[src/rtl/keypad_scanner.sv]
// 4x4 matrix keypad scanner: drives columns, samples rows once per sample period,
// debounces press and release of one key, and decodes it into digit/operator/submit levels.
module keypad_scanner #(
    parameter int SCAN_CYCLES = 4,
    parameter int DEBOUNCE    = 3
) (
    input  logic       workClk,
    input  logic       reset,
    input  logic [3:0] row,
    output logic [3:0] col,
    output logic [3:0] num,
    output logic       numPressed,
    output logic [2:0] opt,
    output logic       optPressed,
    output logic       submit
);

    localparam int DIV_W = (SCAN_CYCLES > 1) ? $clog2(SCAN_CYCLES) : 1;
    localparam int CNT_W = $clog2(DEBOUNCE + 1);
    localparam logic [DIV_W-1:0] DIV_LAST = DIV_W'(SCAN_CYCLES - 1);
    localparam logic [CNT_W-1:0] CNT_LAST = CNT_W'(DEBOUNCE - 1);

    typedef enum logic [1:0] {
        SCAN,
        CONFIRM,
        HELD
    } state_t;

    state_t           state;
    logic [DIV_W-1:0] div;
    logic [CNT_W-1:0] count;      // match count in CONFIRM, release count in HELD
    logic [1:0]       cap_row;
    logic [1:0]       cap_col;

    logic       tick;
    logic       any_low;
    logic       cap_low;
    logic [1:0] low_row;
    logic [1:0] col_idx;
    logic       accept;
    logic [3:0] accept_code;

    assign tick    = (div == DIV_LAST);
    assign any_low = (row != 4'hF);
    assign cap_low = ~row[cap_row];

    // NOTE: every signal assigned in always_comb gets a default first, so no path can infer a latch.
    always_comb begin
        low_row = 2'd0;
        if (!row[0])      low_row = 2'd0;
        else if (!row[1]) low_row = 2'd1;
        else if (!row[2]) low_row = 2'd2;
        else if (!row[3]) low_row = 2'd3;
    end

    always_comb begin
        col_idx = 2'd0;
        case (col)
            4'b1101: col_idx = 2'd1;
            4'b1011: col_idx = 2'd2;
            4'b0111: col_idx = 2'd3;
            default: col_idx = 2'd0;
        endcase
    end

    // A key is accepted either straight from SCAN (single-sample debounce) or on the last CONFIRM match.
    always_comb begin
        accept      = 1'b0;
        accept_code = {cap_row, cap_col};
        if (tick) begin
            if (state == SCAN && any_low && DEBOUNCE == 1) begin
                accept      = 1'b1;
                accept_code = {low_row, col_idx};
            end else if (state == CONFIRM && cap_low && count == CNT_LAST) begin
                accept = 1'b1;
            end
        end
    end

    // NOTE: sequential state uses non-blocking assignments and resets asynchronously on reset low.
    always_ff @(posedge workClk or negedge reset) begin
        if (!reset) begin
            state      <= SCAN;
            div        <= '0;
            count      <= '0;
            cap_row    <= 2'd0;
            cap_col    <= 2'd0;
            col        <= 4'b1110;
            num        <= 4'd0;
            opt        <= 3'd0;
            numPressed <= 1'b0;
            optPressed <= 1'b0;
            submit     <= 1'b0;
        end else begin
            div <= tick ? '0 : div + 1'b1;

            if (tick) begin
                case (state)
                    SCAN: begin
                        if (any_low) begin
                            cap_row <= low_row;
                            cap_col <= col_idx;
                            if (DEBOUNCE == 1) begin
                                state <= HELD;
                                count <= '0;
                            end else begin
                                state <= CONFIRM;
                                count <= CNT_W'(1);
                            end
                        end else begin
                            col <= {col[2:0], col[3]};
                        end
                    end

                    CONFIRM: begin
                        if (cap_low) begin
                            if (count == CNT_LAST) begin
                                state <= HELD;
                                count <= '0;
                            end else begin
                                count <= count + 1'b1;
                            end
                        end else begin
                            state <= SCAN;
                            count <= '0;
                            col   <= {col[2:0], col[3]};
                        end
                    end

                    HELD: begin
                        if (cap_low) begin
                            count <= '0;
                        end else if (count == CNT_LAST) begin
                            state      <= SCAN;
                            count      <= '0;
                            col        <= {col[2:0], col[3]};
                            numPressed <= 1'b0;
                            optPressed <= 1'b0;
                            submit     <= 1'b0;
                        end else begin
                            count <= count + 1'b1;
                        end
                    end

                    default: begin
                        state <= SCAN;
                        count <= '0;
                    end
                endcase
            end

            if (accept) begin
                if (accept_code < 4'd10) begin
                    num        <= accept_code;
                    numPressed <= 1'b1;
                end else if (accept_code < 4'd15) begin
                    opt        <= 3'(accept_code - 4'd9);
                    optPressed <= 1'b1;
                end else begin
                    submit <= 1'b1;
                end
            end
        end
    end

endmodule
[config.mk]
export PLATFORM = sky130hd
export DESIGN_NAME = keypad_scanner
export DESIGN_NICKNAME = d
export VERILOG_FILES = /design/src/rtl/keypad_scanner.sv
export SDC_FILE = /design/constraint.sdc
export NUM_CORES = 1
export LEC_CHECK = 0
export CELL_PAD_IN_SITES_DETAIL_PLACEMENT = 1
export CELL_PAD_IN_SITES_GLOBAL_PLACEMENT = 1
export CORE_UTILIZATION = 37
export DETAILED_ROUTE_END_ITERATION = 12
export PLACE_DENSITY_LB_ADDON = 0.1
export SYNTH_ARGS = -nofsm -noshare
export SYNTH_HDL_FRONTEND = slang
export SYNTH_SLANG_ARGS = --single-unit
[constraint.sdc]
create_clock -name workClk -period 1.86 [get_ports workClk]
set_clock_uncertainty 0.1 [all_clocks]
set_input_delay 0.558 -clock workClk [delete_from_list [all_inputs] [get_ports workClk]]
set_output_delay 0.558 -clock workClk [all_outputs]
set_load 0.01 [all_outputs]
==> results.json, run 1 <==
{
  "syn_inst": 100,
  "setup_viol": 9,
  "rsz0062_at_grt": "true",
  "ios": 20,
  "grtUsageTotal_pct": 19.0,
  "cts_inserted_buffers": 3,
  "fin_setup_tns_ps": -829,
  "worst_slack_ps": -133,
  "cp.buffers_inverters": 2,
  "start_kind": "input pin",
  "power_density_nw_per_um2": 839,
  "layout.nets": 154,
  "maxCapViolCount": 0,
  "place_hpwl_um": 2120,
  "clkSinkCount": 24,
  "die_area_um2": 3390,
  "finalHoldViolCount": 0,
  "globalRouteOverflowTotal": 0,
  "wirelength_um": 2900,
  "ys_types": 32,
  "max_freq_ghz": 0.502,
  "drt-initial-drc-count": 29,
  "violations": "setup timing",
  "synth_top_area_cell": "dfrtp_1",
  "cp.arrival_ps": 2100,
  "slew_violations": 0,
  "synth_seq_cells": 24,
  "root_buffer": "clkbuf_4",
  "first_pass_iters": 4,
  "worst_slew_pin_slew_ps": 433,
  "period_minus_slack_ps": 1990,
  "drive_gt1_share_pct": 31.9,
  "synth_top_area_share_pct": 45.0,
  "min-delay-path-class": "flip-flop to flip-flop",
  "worstPathMaxFanout": 4,
  "grt_pass1_vias": 1004,
  "num_vias": 936,
  "final_design_area_no_fill_um2": 1660,
  "start_util_pct": 38.6,
  "clock_path_buffers": 2,
  "grt_max_degree": 25,
  "synth.net_count": 109,
  "drc_errors": 0,
  "core_um2": 3030,
  "final_common_cell": "dfrtp_1",
  "yosysWarnings": 0,
  "ant_nets": 0,
  "maxSlewHeadroom_pct": 70.9,
  "syn_avg_cell_area_um2": 11.7,
  "die_x_um": 58.2,
  "antenna_found_initial": 0,
  "clk_pin_slew_ps": 130,
  "cts_tree": "done",
  "end_kind": "flip-flop",
  "cts_htree_levels": 1,
  "crit_family": "multiplexers",
  "syn_area_um2": 1170,
  "vias_per_cell": 4.98,
  "port_buffers": 19,
  "diodes": 0,
  "wl_per_cell_um": 15.4,
  "fillerInstances": 330,
  "grt_pass1_wl_um": 4800,
  "area_growth_syn_to_layout_pct": 42.0,
  "leakage_nw": 0.888,
  "cts_hold_buf": 0,
  "clock_latency_ps": 310,
  "layout_common_cells": "dfrtp_1 (21), buf_4 (19), dlygate4sd2_1 (14), mux2_4 (9), nand2_1 (8)",
  "critical-path-slowest-cell": "mux4_2",
  "routabilityCongestion": 0.718,
  "ys_seq_area_share_pct": 51.7,
  "period_share_pct": 107,
  "synth.top_cells.by_area": "dfrtp_1 (45%), dfstp_2 (6.7%), mux2_2 (6.7%)",
  "fp-row-count": 20,
  "die_y_um": 58.2,
  "critPathKind": "input pin to flip-flop",
  "path_cells": "clkdlybuf4s15_1, mux4_2, nand4b_4, buf_12, nor2b_4, mux2_4",
  "max_stage_delay_ps": 490,
  "ir_drop_mv": 0.380,
  "status": "finished with violations",
  "place_area_um2": 1540,
  "cp_data_required_time_ps": 1960
}
## stage by stage
stage	hold WS, ps	std cells	power (mW)	utilization (%)	worst slack (ps)
4_1_cts	351	186	1.37	53.2	-155
5_1_grt	385	188	1.49	54.8	-186
3_5_place_dp	337	178	1.14	50.7	-703
6_report	347	188	1.39	54.8	-133
3_3_place_gp	318	178	1.12	50.7	-670
2_1_floorplan	162	100	0.945	-	-255
## power breakdown
part / internal (mW) / switching (mW) / leakage (nW) / total, mW
logic: 0.249 / 0.235 / 0.568 / 0.484
registers: 0.598 / 0.0753 / 0.305 / 0.674
clock network: 0.0837 / 0.151 / 0.0150 / 0.235
## Yosys cell counts
master,number
a211o_4,1
a21boi_0,2
a21o_1,1
a21oi_1,4
a31o_2,1
a31oi_1,1
a41o_1,1
and2b_1,2
buf_2,1
clkbuf_1,1
dfrtp_1,21
dfstp_2,3
ha_1,3
inv_1,7
mux2_2,7
mux2_4,2
mux2i_1,3
mux4_2,1
nand2_1,8
nand2b_1,1
nand3_1,4
nand4_1,2
nand4b_4,1
nor2_1,3
nor2b_1,3
nor3_1,1
nor4bb_1,1
o21ai_0,7
o21ba_2,1
o22a_1,1
o22ai_1,2
xor2_1,3
## layout make-up
cell class                      instances  area, um^2  area share (%)
Timing Repair Buffer                   42         369            22.2
Inverter                                7        26.3            1.58
Tap cell                               44        55.1            3.32
Clock buffer                            4        26.3            1.58
Multi-Input combinational cell         67         578            34.8
Sequential cell                        24         604            36.4
## state kept, by name (all words and copies together), names as in the netlist
register / flops
numPressed: 1
count: 2
optPressed: 1
num: 4
col: 4
cap_row: 2
opt: 3
div: 2
cap_col: 2
submit: 1
state: 2
## logic make-up (layout without fill, tap and decap cells)
family                   after synthesis  count (layout)  synth area share, %
AND/OR/NAND/NOR                       26              26                 13.1
adder cells (fa/ha/maj)                3               3                 3.21
AO/OA/AOI/OAI                         22              22                 13.0
multiplexers                          13              13                 13.8
flip-flops                            24              24                 51.7
buffers and inverters                  9              53                 3.00
XOR/XNOR                               3               3                 2.25
## worst paths after layout
path,from,to,slack (ps),cells after the start
max in group asynchronous,reset,col[1],870,2
min in group asynchronous,reset,cap_row[0],490,2
worst max-delay path,row[3],num[0],-130,6
worst min-delay path,div[0],div[0],350,1
worst min register to register,div[0],div[0],350,1
worst max register to register,cap_row[1],num[0],-130,5
## per-layer routing
| layer | GRT usage, % | part of all wire [%] | vias up | wire, um |
|---|---|---|---|---|
| met2 | 34.5 | 56 | 14 | 1620 |
| met4 | 7.14 | 0.59 | 0 | 17 |
| li1 | - | - | 451 | - |
| met3 | 2.46 | 2.7 | 2 | 78 |
| met5 | 0 | 0 | - | 0 |
| met1 | 22.9 | 41 | 469 | 1190 |
## repair_timing
action	4_1_cts	5_1_grt
pin swaps	3	1
setup buffers	5	3
endpoints found under the setup margin	31	12
gates resized for setup	28	10
Power figures use the tool's default switching activity.
==> run 2, diff against run 1 <==
MAX_ROUTING_LAYER = met4   (was default)
==> results.json, run 2 (synthesis results as in run 1) <==
{
  "status": "finished with violations",
  "violations": "setup timing",
  "routabilityCongestion": 0.726,
  "drive_gt1_share_pct": 31.9,
  "first_pass_iters": 4,
  "final_common_cell": "dfrtp_1",
  "grtUsageTotal_pct": 19.6,
  "finalHoldViolCount": 0,
  "leakage_nw": 0.888,
  "diodes": 0,
  "fp-row-count": 20,
  "worst_slew_pin_slew_ps": 432,
  "clk_pin_slew_ps": 130,
  "place_hpwl_um": 2120,
  "rr_startpoint": "cap_row[1]",
  "grt_pass1_vias": 1005,
  "cts_hold_buf": 0,
  "ant_nets": 0,
  "max_freq_ghz": 0.502,
  "start_kind": "input pin",
  "die_area_um2": 3390,
  "port_buffers": 19,
  "wirelength_um": 2880,
  "min-delay-path-class": "flip-flop to flip-flop",
  "ios": 20,
  "cts_inserted_buffers": 3,
  "fin_setup_tns_ps": -828,
  "area_growth_syn_to_layout_pct": 42.0,
  "cp.arrival_ps": 2100,
  "critPathKind": "input pin to flip-flop",
  "clkSinkCount": 24,
  "num_vias": 936,
  "core_um2": 3030,
  "layout.nets": 154,
  "slew_violations": 0,
  "root_buffer": "clkbuf_4",
  "fillerInstances": 330,
  "cts_tree": "done",
  "clock_latency_ps": 310,
  "wl_per_cell_um": 15.3,
  "period_share_pct": 107,
  "die_y_um": 58.2,
  "grt_pass1_wl_um": 4800,
  "drc_errors": 0,
  "maxSlewHeadroom_pct": 70.9,
  "antenna_found_initial": 0,
  "drt-initial-drc-count": 25,
  "period_minus_slack_ps": 1990,
  "die_x_um": 58.2,
  "power_density_nw_per_um2": 839,
  "dp_worst_setup_slack_ps": -703,
  "rsz0062_at_grt": "true",
  "cp_data_required_time_ps": 1960,
  "place_area_um2": 1540,
  "power_mw": 1.39,
  "startpoint": "row[3]",
  "grt_max_degree": 25,
  "layout_common_cells": "dfrtp_1 (21), buf_4 (19), dlygate4sd2_1 (14), mux2_4 (9), nand2_1 (8)",
  "worstPathMaxFanout": 4,
  "hold_path.startpoint": "div[0]",
  "reg_top3": "col (4), num (4), opt (3)",
  "end_kind": "flip-flop",
  "clock_path_buffers": 2,
  "vias_per_cell": 4.98,
  "worst_slack_ps": -133,
  "final_design_area_no_fill_um2": 1660,
  "globalRouteOverflowTotal": 0,
  "start_util_pct": 38.6,
  "setup_viol": 9,
  "cts_htree_levels": 1,
  "maxCapViolCount": 0,
  "ir_drop_mv": 0.380
}
## run 2: cell counts in the layout (fill, tap and decap cells not counted)
No cell type changed its count.
## run 2: path summary, 6_finish.rpt
path | end | slack [ps] | depth (start not counted)
min | div[0] | 350 | 1
max reg2reg | num[0] | -130 | 5
min in group asynchronous | cap_row[0] | 490 | 2
min reg2reg | div[0] | 350 | 1
max | num[0] | -130 | 6
max in group asynchronous | col[1] | 870 | 2
## run 2: metal layers
layer / track usage (%) / up-vias / part of all wire, %
li1: - / 452 / -
met1: 23.0 / 468 / 41
met2: 34.5 / 14 / 56
met3: 2.23 / 2 / 2.5
met4: 7.14 / 0 / 0.52
met5: - / - / 0
## run 2: cell type report
class                   instances  area (um^2)  area share (%)
repair buffers                 42          369            22.2
well taps                      44         55.1            3.32
multi-input cells              67          578            34.8
flip-flops and latches         24          604            36.4
inverters                       7         26.3            1.58
clock buffers                   4         26.3            1.58
## run 2: report_power, final
part	switching, mW	internal, mW
Clock	0.151	0.0837
Sequential	0.0755	0.598
Combinational	0.234	0.249
## run 2: critical path: stages
cell             delay (ps)
clkdlybuf4s15_1         180
mux4_2                  490
nand4b_4                210
buf_12                  150
nor2b_4                 180
mux2_4                  320
## run 2: what timing repair did
| item | CTS | global route |
|---|---|---|
| cloned | 0 | 0 |
| endpoints found under the setup margin | 31 | 12 |
| resized for setup | 28 | 10 |
| setup buffers | 5 | 3 |
| pin swaps | 3 | 1 |
## run 2: metrics by stage
| step | util, % | std cells | hold slack, ps |
|---|---|---|---|
| after global routing | 54.8 | 188 | 385 |
| after detailed placement | 50.7 | 178 | 337 |
| after floorplan | - | 100 | 162 |
| after CTS | 53.2 | 186 | 351 |
| final | 54.8 | 188 | 347 |
| after global placement | 50.7 | 178 | 318 |
